[src/rtl/mt9d111_capture_if.sv]
// Camera pin bundle plus the rebuilt pixel stream and frame status.
// master = capture block, slave = camera side and pixel consumer.
interface mt9d111_capture_if;
    logic        MT9D111_VSYNC;
    logic        MT9D111_HREF;
    logic [7:0]  MT9D111_D;

    logic        pix_valid;
    logic [15:0] pix_rgb565;
    logic [10:0] pix_x;
    logic [10:0] pix_y;
    logic        frame_start;
    logic        frame_end;
    logic        line_err;
    logic        frame_err;
    logic [15:0] frame_cnt;

    modport master (
        input  MT9D111_VSYNC, MT9D111_HREF, MT9D111_D,
        output pix_valid, pix_rgb565, pix_x, pix_y,
               frame_start, frame_end, line_err, frame_err, frame_cnt
    );

    modport slave (
        output MT9D111_VSYNC, MT9D111_HREF, MT9D111_D,
        input  pix_valid, pix_rgb565, pix_x, pix_y,
               frame_start, frame_end, line_err, frame_err, frame_cnt
    );
endinterface

[src/rtl/mt9d111_capture.sv]
// MT9D111 byte-stream capture: pairs bytes into RGB565 pixels with x/y tags,
// emits frame markers and checks line length / line count per frame.
module mt9d111_capture #(
    parameter int unsigned H_WIDTH = 160,
    parameter int unsigned V_WIDTH = 128
) (
    input logic               CLOCK65,
    input logic               RESETN,
    mt9d111_capture_if.master cam
);
    localparam int unsigned BYTE_W = 12;
    localparam int unsigned CNT_W  = 11;
    localparam int unsigned FCNT_W = 16;
    localparam int unsigned PIX_W  = 16;

    localparam logic [BYTE_W-1:0] LINE_BYTES = BYTE_W'(2 * H_WIDTH);
    localparam logic [CNT_W-1:0]  H_LIM      = CNT_W'(H_WIDTH);
    localparam logic [CNT_W-1:0]  V_LIM      = CNT_W'(V_WIDTH);
    localparam logic [BYTE_W-1:0] BYTE_MAX   = '1;
    localparam logic [CNT_W-1:0]  CNT_MAX    = '1;

    typedef enum logic [1:0] {
        ST_SYNC    = 2'd0,
        ST_WAIT_VS = 2'd1,
        ST_ACTIVE  = 2'd2
    } state_t;

    state_t state_q, state_nxt;

    logic              vs_d, href_d;
    logic              vs_rise, vs_fall, close_line;
    logic [BYTE_W-1:0] byte_cnt_q, byte_cnt_nxt;
    logic [CNT_W-1:0]  x_cnt_q, x_cnt_nxt;
    logic [CNT_W-1:0]  line_cnt_q, line_cnt_nxt;
    logic              phase_q, phase_nxt;
    logic [7:0]        hi_byte_q, hi_byte_nxt;

    logic              pix_valid_q, pix_valid_nxt;
    logic [PIX_W-1:0]  pix_rgb565_q, pix_rgb565_nxt;
    logic [CNT_W-1:0]  pix_x_q, pix_x_nxt;
    logic [CNT_W-1:0]  pix_y_q, pix_y_nxt;
    logic              frame_start_q, frame_start_nxt;
    logic              frame_end_q, frame_end_nxt;
    logic              line_err_q, line_err_nxt;
    logic              frame_err_q, frame_err_nxt;
    logic [FCNT_W-1:0] frame_cnt_q, frame_cnt_nxt;

    assign vs_rise = cam.MT9D111_VSYNC & ~vs_d;
    assign vs_fall = ~cam.MT9D111_VSYNC & vs_d;
    // A VSYNC fall closes an open line even if HREF drops on the same edge.
    assign close_line = href_d & (vs_fall | ~cam.MT9D111_HREF);

    // State register
    always_ff @(posedge CLOCK65) begin
        if (!RESETN) begin
            state_q <= ST_SYNC;
        end else begin
            state_q <= state_nxt;
        end
    end

    // Next-state logic
    always_comb begin
        state_nxt = state_q;
        case (state_q)
            ST_SYNC: begin
                if (!cam.MT9D111_VSYNC) begin
                    state_nxt = ST_WAIT_VS;
                end
            end
            ST_WAIT_VS: begin
                if (vs_rise) begin
                    state_nxt = ST_ACTIVE;
                end
            end
            ST_ACTIVE: begin
                if (vs_fall) begin
                    state_nxt = ST_WAIT_VS;
                end
            end
            default: state_nxt = ST_SYNC;
        endcase
    end

    // Datapath and output next values
    always_comb begin
        byte_cnt_nxt    = byte_cnt_q;
        x_cnt_nxt       = x_cnt_q;
        line_cnt_nxt    = line_cnt_q;
        phase_nxt       = phase_q;
        hi_byte_nxt     = hi_byte_q;
        pix_valid_nxt   = 1'b0;
        pix_rgb565_nxt  = pix_rgb565_q;
        pix_x_nxt       = pix_x_q;
        pix_y_nxt       = pix_y_q;
        frame_start_nxt = 1'b0;
        frame_end_nxt   = 1'b0;
        line_err_nxt    = 1'b0;
        frame_err_nxt   = 1'b0;
        frame_cnt_nxt   = frame_cnt_q;

        case (state_q)
            ST_WAIT_VS: begin
                if (vs_rise) begin
                    frame_start_nxt = 1'b1;
                    line_cnt_nxt    = '0;
                    x_cnt_nxt       = '0;
                    byte_cnt_nxt    = '0;
                    phase_nxt       = 1'b0;
                end
            end
            ST_ACTIVE: begin
                if (close_line) begin
                    line_err_nxt = (byte_cnt_q != LINE_BYTES);
                    line_cnt_nxt = (line_cnt_q == CNT_MAX) ? line_cnt_q : line_cnt_q + 1'b1;
                    x_cnt_nxt    = '0;
                    byte_cnt_nxt = '0;
                    phase_nxt    = 1'b0;
                end else if (!vs_fall && cam.MT9D111_HREF) begin
                    byte_cnt_nxt = (byte_cnt_q == BYTE_MAX) ? byte_cnt_q : byte_cnt_q + 1'b1;
                    phase_nxt    = ~phase_q;
                    if (!phase_q) begin
                        hi_byte_nxt = cam.MT9D111_D;
                    end else begin
                        // Out-of-window bytes still advance x so overlong lines stay aligned.
                        if ((x_cnt_q < H_LIM) && (line_cnt_q < V_LIM)) begin
                            pix_valid_nxt  = 1'b1;
                            pix_rgb565_nxt = {hi_byte_q, cam.MT9D111_D};
                            pix_x_nxt      = x_cnt_q;
                            pix_y_nxt      = line_cnt_q;
                        end
                        x_cnt_nxt = (x_cnt_q == CNT_MAX) ? x_cnt_q : x_cnt_q + 1'b1;
                    end
                end

                if (vs_fall) begin
                    frame_end_nxt = 1'b1;
                    frame_err_nxt = (line_cnt_nxt != V_LIM);
                    frame_cnt_nxt = frame_cnt_q + 1'b1;
                end
            end
            default: ;
        endcase
    end

    // Datapath, edge-detect and output registers
    always_ff @(posedge CLOCK65) begin
        if (!RESETN) begin
            vs_d          <= 1'b0;
            href_d        <= 1'b0;
            byte_cnt_q    <= '0;
            x_cnt_q       <= '0;
            line_cnt_q    <= '0;
            phase_q       <= 1'b0;
            hi_byte_q     <= '0;
            pix_valid_q   <= 1'b0;
            pix_rgb565_q  <= '0;
            pix_x_q       <= '0;
            pix_y_q       <= '0;
            frame_start_q <= 1'b0;
            frame_end_q   <= 1'b0;
            line_err_q    <= 1'b0;
            frame_err_q   <= 1'b0;
            frame_cnt_q   <= '0;
        end else begin
            vs_d          <= cam.MT9D111_VSYNC;
            href_d        <= cam.MT9D111_HREF;
            byte_cnt_q    <= byte_cnt_nxt;
            x_cnt_q       <= x_cnt_nxt;
            line_cnt_q    <= line_cnt_nxt;
            phase_q       <= phase_nxt;
            hi_byte_q     <= hi_byte_nxt;
            pix_valid_q   <= pix_valid_nxt;
            pix_rgb565_q  <= pix_rgb565_nxt;
            pix_x_q       <= pix_x_nxt;
            pix_y_q       <= pix_y_nxt;
            frame_start_q <= frame_start_nxt;
            frame_end_q   <= frame_end_nxt;
            line_err_q    <= line_err_nxt;
            frame_err_q   <= frame_err_nxt;
            frame_cnt_q   <= frame_cnt_nxt;
        end
    end

    assign cam.pix_valid   = pix_valid_q;
    assign cam.pix_rgb565  = pix_rgb565_q;
    assign cam.pix_x       = pix_x_q;
    assign cam.pix_y       = pix_y_q;
    assign cam.frame_start = frame_start_q;
    assign cam.frame_end   = frame_end_q;
    assign cam.line_err    = line_err_q;
    assign cam.frame_err   = frame_err_q;
    assign cam.frame_cnt   = frame_cnt_q;
endmodule

[src/flat_wrapper.sv]
// flat-port wrapper written by rule: the top's interface ports become plain ports
module mt9d111_capture_flat 
#(
    parameter int unsigned H_WIDTH = 160,
    parameter int unsigned V_WIDTH = 128
)
  (CLOCK65, RESETN, cam_MT9D111_VSYNC, cam_MT9D111_HREF, cam_MT9D111_D, cam_pix_valid, cam_pix_rgb565, cam_pix_x, cam_pix_y, cam_frame_start, cam_frame_end, cam_line_err, cam_frame_err, cam_frame_cnt);
  mt9d111_capture_if cam_i ();
  input logic CLOCK65;
  input logic RESETN;
  input wire logic [$bits(cam_i.MT9D111_VSYNC)-1:0] cam_MT9D111_VSYNC;
  input wire logic [$bits(cam_i.MT9D111_HREF)-1:0] cam_MT9D111_HREF;
  input wire logic [$bits(cam_i.MT9D111_D)-1:0] cam_MT9D111_D;
  output wire logic [$bits(cam_i.pix_valid)-1:0] cam_pix_valid;
  output wire logic [$bits(cam_i.pix_rgb565)-1:0] cam_pix_rgb565;
  output wire logic [$bits(cam_i.pix_x)-1:0] cam_pix_x;
  output wire logic [$bits(cam_i.pix_y)-1:0] cam_pix_y;
  output wire logic [$bits(cam_i.frame_start)-1:0] cam_frame_start;
  output wire logic [$bits(cam_i.frame_end)-1:0] cam_frame_end;
  output wire logic [$bits(cam_i.line_err)-1:0] cam_line_err;
  output wire logic [$bits(cam_i.frame_err)-1:0] cam_frame_err;
  output wire logic [$bits(cam_i.frame_cnt)-1:0] cam_frame_cnt;
  assign cam_i.MT9D111_VSYNC = cam_MT9D111_VSYNC;
  assign cam_i.MT9D111_HREF = cam_MT9D111_HREF;
  assign cam_i.MT9D111_D = cam_MT9D111_D;
  assign cam_pix_valid = cam_i.pix_valid;
  assign cam_pix_rgb565 = cam_i.pix_rgb565;
  assign cam_pix_x = cam_i.pix_x;
  assign cam_pix_y = cam_i.pix_y;
  assign cam_frame_start = cam_i.frame_start;
  assign cam_frame_end = cam_i.frame_end;
  assign cam_line_err = cam_i.line_err;
  assign cam_frame_err = cam_i.frame_err;
  assign cam_frame_cnt = cam_i.frame_cnt;
  mt9d111_capture #(.H_WIDTH(H_WIDTH), .V_WIDTH(V_WIDTH)) u_core (.CLOCK65(CLOCK65), .RESETN(RESETN), .cam(cam_i));
endmodule
[config.mk]
export PLATFORM = sky130hd
export DESIGN_NAME = mt9d111_capture_flat
export DESIGN_NICKNAME = d
export VERILOG_FILES = /design/src/rtl/mt9d111_capture_if.sv /design/src/rtl/mt9d111_capture.sv /design/src/flat_wrapper.sv
export SDC_FILE = /design/constraint.sdc
export NUM_CORES = 1
export LEC_CHECK = 0
export CORE_MARGIN = 2
export CORE_UTILIZATION = 35
export DETAILED_ROUTE_END_ITERATION = 12
export PLACE_DENSITY = 0.57
export SYNTH_ARGS = -nofsm -noshare
export SYNTH_HDL_FRONTEND = slang
export SYNTH_SLANG_ARGS = --single-unit
[constraint.sdc]
create_clock -name CLOCK65 -period 2.1 [get_ports CLOCK65]
set_input_delay 0.42 -clock CLOCK65 [delete_from_list [all_inputs] [get_ports CLOCK65]]
set_output_delay 0.42 -clock CLOCK65 [all_outputs]
set_load 0.01 [all_outputs]
* After elaboration in Yosys (flattened, before gate mapping)
Index checks and enable logic that the tools add are counted.
Widths: inputs -> output; s select.
** Storage, ports and cells
- Register bits after elaboration :: 106
- Input port bits :: 12
- Word-level logic and storage cells :: 93
- Output and inout bits :: 59
** Cells by class
- Equal/unequal tests :: 14
- Muxes and demuxes :: 26
- Reductions and logical operators :: 18
- Order comparisons :: 2
- Bitwise logic cells :: 12
- Add/subtract/negate cells :: 4
** Operator list (number)
- $mux 11 :: 8
- $mux 12 :: 4
- $pmux 11 s2 :: 2
- $pmux 12 s2 :: 1
- $add 11x1->11 const B :: 2
- $eq 11x11->1 const B :: 2
- $lt 11x8->1 const B :: 2
- $add 16x1->16 const B :: 1
- $add 12x1->12 const B :: 1
- $eq 12x12->1 const B :: 1
- $ne 12x9->1 const B :: 1
- $reduce_and 3->1 :: 4
- $ne 11x8->1 const B :: 1
- $reduce_and 5->1 :: 2
- $not 1->1 :: 8
- $reduce_and 2->1 :: 4
- $reduce_and 4->1 :: 2
- $mux 1 :: 6
- $mux 2 :: 3
- $ne 3x1->1 const B :: 2
- $ne 3x2->1 const B :: 2
- $pmux 2 s3 :: 1
- $reduce_or 5->1 :: 1
- $ne 2x1->1 const B :: 2
- other kinds (10) :: 13

* Logic depth before layout (Yosys ltp)
Gate-level depths: netlist (run 1).
- Depth in word-level cells :: 7
- Gate-level depth with buffers :: 10
- Mapped depth without buffers :: 8

* Least setup slack after synthesis (run 1)
OpenSTA, ideal clock, no wires.
- Kind :: register to register
- Start :: register u_core.state_q[0]
- End :: register u_core.pix_x_q[1] (netlist: u_core.cam.pix_x[1])
- Buffers on the path :: 2
- Setup time :: 132 ps
- Slack :: 218 ps
- Required time :: 1968 ps
- Cell stages (with the launch flop) :: 11
- Data arrival time :: 1750 ps
- Period minus slack after synthesis :: 1882 ps
- Path through :: dfxtp_1 > inv_1 > ha_1 > inv_2 > nor4_1 > nand2_1 > or3_1 > clkbuf_1 > buf_2 > nand2_1 > a21oi_1
** On the way
- Cells in the longest elaborated chain, start to end :: 2
** Ends and longest elaborated chain
- start, declared :: RTL line mt9d111_capture.sv:28 : state_t state_q, state_nxt;
- start signal, assigned :: RTL line mt9d111_capture.sv:58 : state_q <= state_nxt;
- $eq 2x2->1 :: RTL line mt9d111_capture.sv:102 : case (state_q)
- $reduce_and 5->1 (no line)
- end signal, assigned :: RTL line mt9d111_capture.sv:175 : pix_x_q <= pix_x_nxt;
- end, declared :: RTL line mt9d111_capture.sv:40 : logic [CNT_W-1:0] pix_x_q, pix_x_nxt;
Every way passes these cells.
A chain may end at the register's enable or synchronous reset.

* Worst setup path after layout (run 1)
- Start :: register u_core.state_q[0]
- End :: register u_core.pix_y_q[8] (netlist: u_core.cam.pix_y[8])
** On the way
- Cells in the longest elaborated chain, start to end :: 2
** Ends and longest elaborated chain
- $eq 2x2->1 :: RTL line mt9d111_capture.sv:102
- $reduce_and 5->1 (no line)
- end signal, assigned :: RTL line mt9d111_capture.sv:176 : pix_y_q <= pix_y_nxt;
- end, declared :: RTL line mt9d111_capture.sv:41 : logic [CNT_W-1:0] pix_y_q, pix_y_nxt;
Every way passes these cells.

==> results of run 1 <==
==> sequential cells by signal, indices dropped and copies added, names as in the netlist <==
register / flops
u_core.cam.pix_rgb565: 16
u_core.cam.pix_valid: 1
u_core.cam.frame_cnt: 16
u_core.cam.pix_x: 11
u_core.cam.frame_start: 1
u_core.cam.line_err: 1
u_core.hi_byte_q: 8
u_core.phase_q: 1
u_core.byte_cnt_q: 12
u_core.cam.pix_y: 11
u_core.vs_d: 1
u_core.cam.frame_end: 1
u_core.cam.frame_err: 1
u_core.state_q: 2
u_core.x_cnt_q: 11
u_core.href_d: 1
u_core.line_cnt_q: 11
==> synthesized netlist by cell type (2+ instances only) <==
master / n / area share, %
dfxtp_1: 106 / 46
nand2_1: 96 / 7.8
nor2_1: 62 / 5.0
a21oi_1: 51 / 5.5
nand3_1: 31 / 3.4
xor2_1: 25 / 4.7
and3_1: 18 / 2.4
clkbuf_1: 16 / 1.3
buf_2: 15 / 1.6
nor3_1: 14 / 1.5
mux2i_1: 13 / 2.8
nand4_1: 13 / 1.8
o21ai_0: 13 / 1.4
inv_1: 11 / 0.89
ha_1: 8 / 2.2
nor4_1: 8 / 1.1
or3_1: 8 / 1.1
a31oi_1: 5 / 0.68
xnor2_1: 5 / 0.95
nand2b_1: 3 / 0.41
o21a_1: 3 / 0.49
a211oi_1: 2 / 0.32
and2_1: 2 / 0.27
and4_1: 2 / 0.38
nand2_2: 2 / 0.27
nand3b_1: 2 / 0.32
nor2b_1: 2 / 0.27
o21ai_1: 2 / 0.22
or4_1: 2 / 0.32
==> power breakdown <==
group	internal, uW	switching, uW	total (uW)
sequential	2050	31.8	2080
combinational	307	387	694
clock	970	792	1760
==> worst max-delay path, stage by stage (launching register included) <==
cell,delay (ns)
dfxtp_1,0.31
inv_1,0.09
ha_2,0.25
inv_2,0.05
nor4_1,0.27
nand2_1,0.17
or3_1,0.38
buf_12,0.19
and3_1,0.19
==> stage by stage <==
step / hold slack [ns] / area [sq um] / TNS [ns] / total power (uW)
after floorplan: 0.4360 / 4622 / 0 / 2494
after global placement: 0.4379 / 5826 / -1.545 / 2808
after detailed placement: 0.4463 / 5826 / -4.034 / 2817
after CTS: 0.4552 / 6135 / 0 / 4588
after global routing: 0.4793 / 6141 / 0 / 4755
final: 0.4538 / 6141 / 0 / 4536
==> cells in the final DEF (no fill, tap or decap), types with 3 or more instances in the layout <==
master,n
dfxtp_1,106
nand2_1,96
clkdlybuf4s50_1,70
nor2_1,62
a21oi_1,51
buf_4,45
nand3_1,31
xor2_1,25
and3_1,18
o21ai_0,13
mux2i_1,13
nor3_1,13
nand4_1,13
inv_1,11
clkbuf_16,9
nor4_1,8
or3_1,8
ha_1,7
a31oi_1,5
xnor2_1,5
buf_12,4
o21a_1,3
nand2b_1,3
inv_6,3
==> cells by family (layout without fill, tap and decap cells) <==
group / count (synthesis) / after routing / share of synthesized area [%]
fa+ha+maj: 8 / 8 / 2.166
simple gates: 271 / 271 / 27.64
buf+inv: 44 / 148 / 3.979
flops: 106 / 106 / 45.91
xor+xnor: 30 / 30 / 5.685
mux: 13 / 13 / 2.815
compound gates: 92 / 92 / 11.80
==> cell type report <==
type | instances | area [sq um]
clock buffers | 10 | 239.0
clock inverters | 6 | 70.07
fillers | 1221 | 6633
inverters | 13 | 48.80
multi-input cells | 414 | 2327
flip-flops and latches | 106 | 2122
well taps | 172 | 215.2
repair buffers | 119 | 1119
==> final timing paths <==
check	start	end	slack, ns
worst max register to register	u_core.state_q[0]	u_core.cam.pix_y[8]	0.08
worst min register to register	u_core.cam.pix_x[2]	u_core.cam.pix_x[2]	0.45
worst min-delay path	u_core.cam.pix_x[2]	u_core.cam.pix_x[2]	0.45
worst max-delay path	u_core.state_q[0]	u_core.cam.pix_y[8]	0.08
==> metal layers <==
layer	track usage, %	share of wire [%]
met1	23.18	49
met2	26.22	44
met3	4.693	5.2
met5	0	0
met4	5.134	1.4
==> what timing repair did <==
item,4_1_cts,5_1_grt
endpoints found under the setup margin,0,40
resized for setup,0,2
setup buffers,0,0
endpoints found under the hold margin,0,0
==> flow_metrics.tcl, run 1 <==
set metrics [dict create \
    fin_ws_ns 0.07961 \
    drive_gt1_share_pct 12.13 \
    instances_no_fill 840 \
    dp.cells 824 \
    die_x_um 118.9 \
    setup_viol 0 \
    synth-seq-cells 106 \
    drcViolationCount 0 \
    synthArstFlopShare_pct 0 \
    outcome "complete, no violations" \
    leakagePower_uw 0.002288 \
    skew_ns 0.009307 \
    htreeDepth 3 \
    cts_root_buf "clkbuf_16" \
    hold_viol 0 \
    crit_path_start_kind "register" \
    cts_tree "built" \
    final_max_slew_viol_count 0 \
    dp.final_hpwl_um 8081 \
    globalRoute.totalOverflow 0 \
    dr.pass1.iters 5 \
    track_usage_pct 17.02 \
    hold_path.class "reg -> reg" \
    design.die.area_sq_um 14140 \
    worstPathMaxFanout 38 \
    synth_area_sq_um 4622 \
    io_buffers 70 \
    synthesis.instances 564 \
    pre_cts_ws_ns -0.1733 \
    final_util_pct 48.08 \
    syn2layout_area_growth_pct 32.86 \
    numClockSinks 106 \
    pin_count 71 \
    seq_area_frac_synth_pct 45.91 \
    maxCapViolations 0 \
    layout.nets 683 \
    ys_types 53 \
    num_vias 4239 \
    crit_type "reg -> reg" \
    ctsHoldBuffers 0 \
    die-height_um 118.9 \
    n_antenna_cell 0 \
    fmax_ghz 0.4950 \
    grt_max_degree 39 \
    worst_ep_arrival_time_ns 2.27 \
    gp_congestion 0.8783 \
    timing.final.crit_share_pct 96.21 \
    p_per_area_nw_per_um2 738.7 \
    grt_pass1_wl_um 19700 \
    worst_slew_pin_slew_ns 0.4669 \
    cp-end-kind "register" \
    period_minus_slack_ns 2.020 \
    viasPerCell 5.046 \
    yosys_warnings 0 \
    rr_worst_depth 8 \
    rsz0062_at_grt "false" \
    wl_um 11470 \
    core-area_sq_um 12770 \
    grt_pass1_vias 4033 \
    synth_fp_nets 584 \
    num_rows 41 \
    slew_headroom_pct 68.83 \
    initial_utilization_pct 36.18 \
    required_ns 2.35 \
    hold_path_depth 2 \
    peakVddDrop_v 0.0004162 \
    drt_iter0_markers 387 \
    synthFlopType "dfxtp_1" \
    insertion_delay_ns 0.36 \
    clk_path_buf_depth 2 \
    ant_nets 0 \
    cts_buffers 9 \
    wire_per_inst_um 13.66 \
    synth.avg_cell_area_sq_um 8.195 \
    antenna_found_initial 0 \
    synth_edf_count 0 \
    clk_pin_slew_ns 0.07 \
]
Power figures use the tool's default switching activity.
==> run 2: changes to the inputs <==
--- a/config.mk
+++ b/config.mk
@@ -7,8 +7,10 @@
 export LEC_CHECK = 0
 export CORE_MARGIN = 2
 export CORE_UTILIZATION = 35
+export CTS_CLUSTER_DIAMETER = 50
 export DETAILED_ROUTE_END_ITERATION = 12
-export PLACE_DENSITY = 0.57
+export GPL_TIMING_DRIVEN = 0
+export PLACE_DENSITY_LB_ADDON = 0.25
 export SYNTH_ARGS = -nofsm -noshare
 export SYNTH_HDL_FRONTEND = slang
 export SYNTH_SLANG_ARGS = --single-unit
==> run 2 against run 1 <==
  * Fmax is 1.5% higher
  * Die area is the same
  * Setup slack improved by 0.029 ns
  * Total power fell by 2.8%
  * Combinational power down 8.1%
  * Design area shrank 2.2%
  * Sequential power hardly changed
  * Flip-flop and latch count is the same
  * Final cell count shrank 1.4%
  * Clock power shrank 5%
==> flow_metrics.tcl, run 2 (synthesized netlist as in run 1, its figures left out) <==
set metrics [dict create \
    outcome "complete, no violations" \
    instances_no_fill 828 \
    cts_root_buf "clkbuf_16" \
    hold_viol 0 \
    peakVddDrop_v 0.0003906 \
    cts_buffers 9 \
    fmax_ghz 0.5022 \
    htreeDepth 3 \
    drcViolationCount 0 \
    dr.pass1.iters 4 \
    ant_nets 0 \
    clk_path_buf_depth 2 \
    grt_pass1_vias 3999 \
    numClockSinks 106 \
    cp-end-kind "register" \
    wire_per_inst_um 14.10 \
    use_met2_pct 26.29 \
    num_vias 4189 \
    initial_utilization_pct 36.18 \
    ctsHoldBuffers 0 \
    slew_headroom_pct 57.73 \
    maxCapViolations 0 \
    multi_input_area_sq_um 2414 \
    crit_path_start_kind "input pin" \
    worstPathMaxFanout 10 \
    drive_gt1_share_pct 10.37 \
    globalRoute.totalOverflow 0 \
    antenna_found_initial 0 \
    drt_iter0_markers 290 \
    worst_ep_arrival_time_ns 2.19 \
    wl_um 11670 \
    fillCellCount 1242 \
    tns_ns 0 \
    final_cell_mix "dfxtp_1, nand2_1, clkdlybuf4s50_1" \
    grt.busiest_layer "met2" \
    dp.cells 805 \
    hold_path.class "in -> reg" \
    regArea_sq_um 2126 \
    period_minus_slack_ns 1.991 \
    dp.final_hpwl_um 8340 \
    grt_pass1_wl_um 19630 \
    n_antenna_cell 0 \
    track_usage_pct 16.82 \
    final_max_slew_viol_count 0 \
    cts_tree "built" \
    crit_type "in -> reg" \
    layout.cells.most_common "dfxtp_1" \
    grt_max_degree 18 \
    required_ns 2.30 \
    die_x_um 118.9 \
    clk_pin_slew_ns 0.07 \
    design.die.area_sq_um 14140 \
    skew_ns 0.01415 \
    viasPerCell 5.059 \
    num_rows 41 \
    layout.nets 671 \
    use_met3_pct 3.017 \
    die-height_um 118.9 \
    insertion_delay_ns 0.35 \
    worst_slew_pin_slew_ns 0.6341 \
    grtUsageMet1_pct 23.20 \
    gp_congestion 0.9033 \
    p_per_area_nw_per_um2 734.3 \
    core-area_sq_um 12770 \
    leakagePower_uw 0.002175 \
    timing.final.crit_share_pct 94.82 \
    pin_count 71 \
    setup_viol 0 \
    syn2layout_area_growth_pct 29.89 \
    io_buffers 69 \
]
-- run 2: cell types whose count changed in the layout (fill, tap and decap cells not counted), sizes merged --
cell,previous run,this run
buf,49,22
clkbuf,10,26
clkinv,2,5
inv,16,13
clkdlybuf4s50,70,68
dlymetal6s2s,0,1
-- run 2: cell type report --
cell class	count	share of cell area (%)
inverters	13	0.8128
repair buffers	77	12.55
clock buffers	10	3.814
clock inverters	6	1.105
well taps	172	3.585
flip-flops and latches	106	35.41
plain buffers	30	2.522
multi-input cells	414	40.20
-- run 2: worst max-delay path: stages --
cell             delay [ns]
clkdlybuf4s50_1        0.62
nand3_2                0.21
or3_1                  0.41
clkbuf_4               0.20
clkbuf_4               0.19
nand2_1                0.08
a21oi_1                0.06
-- run 2: per-layer routing --
| layer | up-vias | part of all wire [%] |
|---|---|---|
| li1 | 2119 | - |
| met1 | 1955 | 49 |
| met2 | 107 | 45 |
| met3 | 8 | 4.6 |
| met4 | 0 | 0.81 |
| met5 | - | 0 |
-- run 2: path summary, 6_finish.rpt --
check / startpoint / slack [ns] / endpoint / cells after the start
hold reg to reg: u_core.cam.pix_rgb565[2] / 0.45 / u_core.cam.pix_rgb565[2] / 2
setup reg to reg: u_core.line_cnt_q[6] / 0.11 / u_core.cam.frame_err / 8
hold / removal: cam_MT9D111_VSYNC / 0.41 / u_core.vs_d / 2
setup / recovery: cam_MT9D111_HREF / 0.11 / u_core.cam.pix_y[1] / 7
-- run 2: through the flow --
stage               util (%)  setup slack [ns]  area (sq um)  power [uW]  hold slack [ns]
finish                 47.00            0.1088          6003        4408           0.4068
global route           47.00          -0.03295          6003        4614           0.4377
CTS                    46.21         -0.002049          5903        4403           0.4526
detailed placement     43.28           -0.6471          5528        2680           0.4446
global placement       43.28           -0.6419          5528        2667           0.4369
floorplan                  -            0.2177          4622        2494           0.4360
-- run 2: timing repair --
action                     CTS  global route
resized for setup           16            19
setup buffers                2             6
hold endpoints to repair     0             0
pin swaps                    1             1
setup endpoints to repair   68            62
-- run 2: power by group --
group	switching, uW	total (uW)	internal, uW
registers	37.7	2090	2050
clock network	754	1680	930
logic	412	638	227
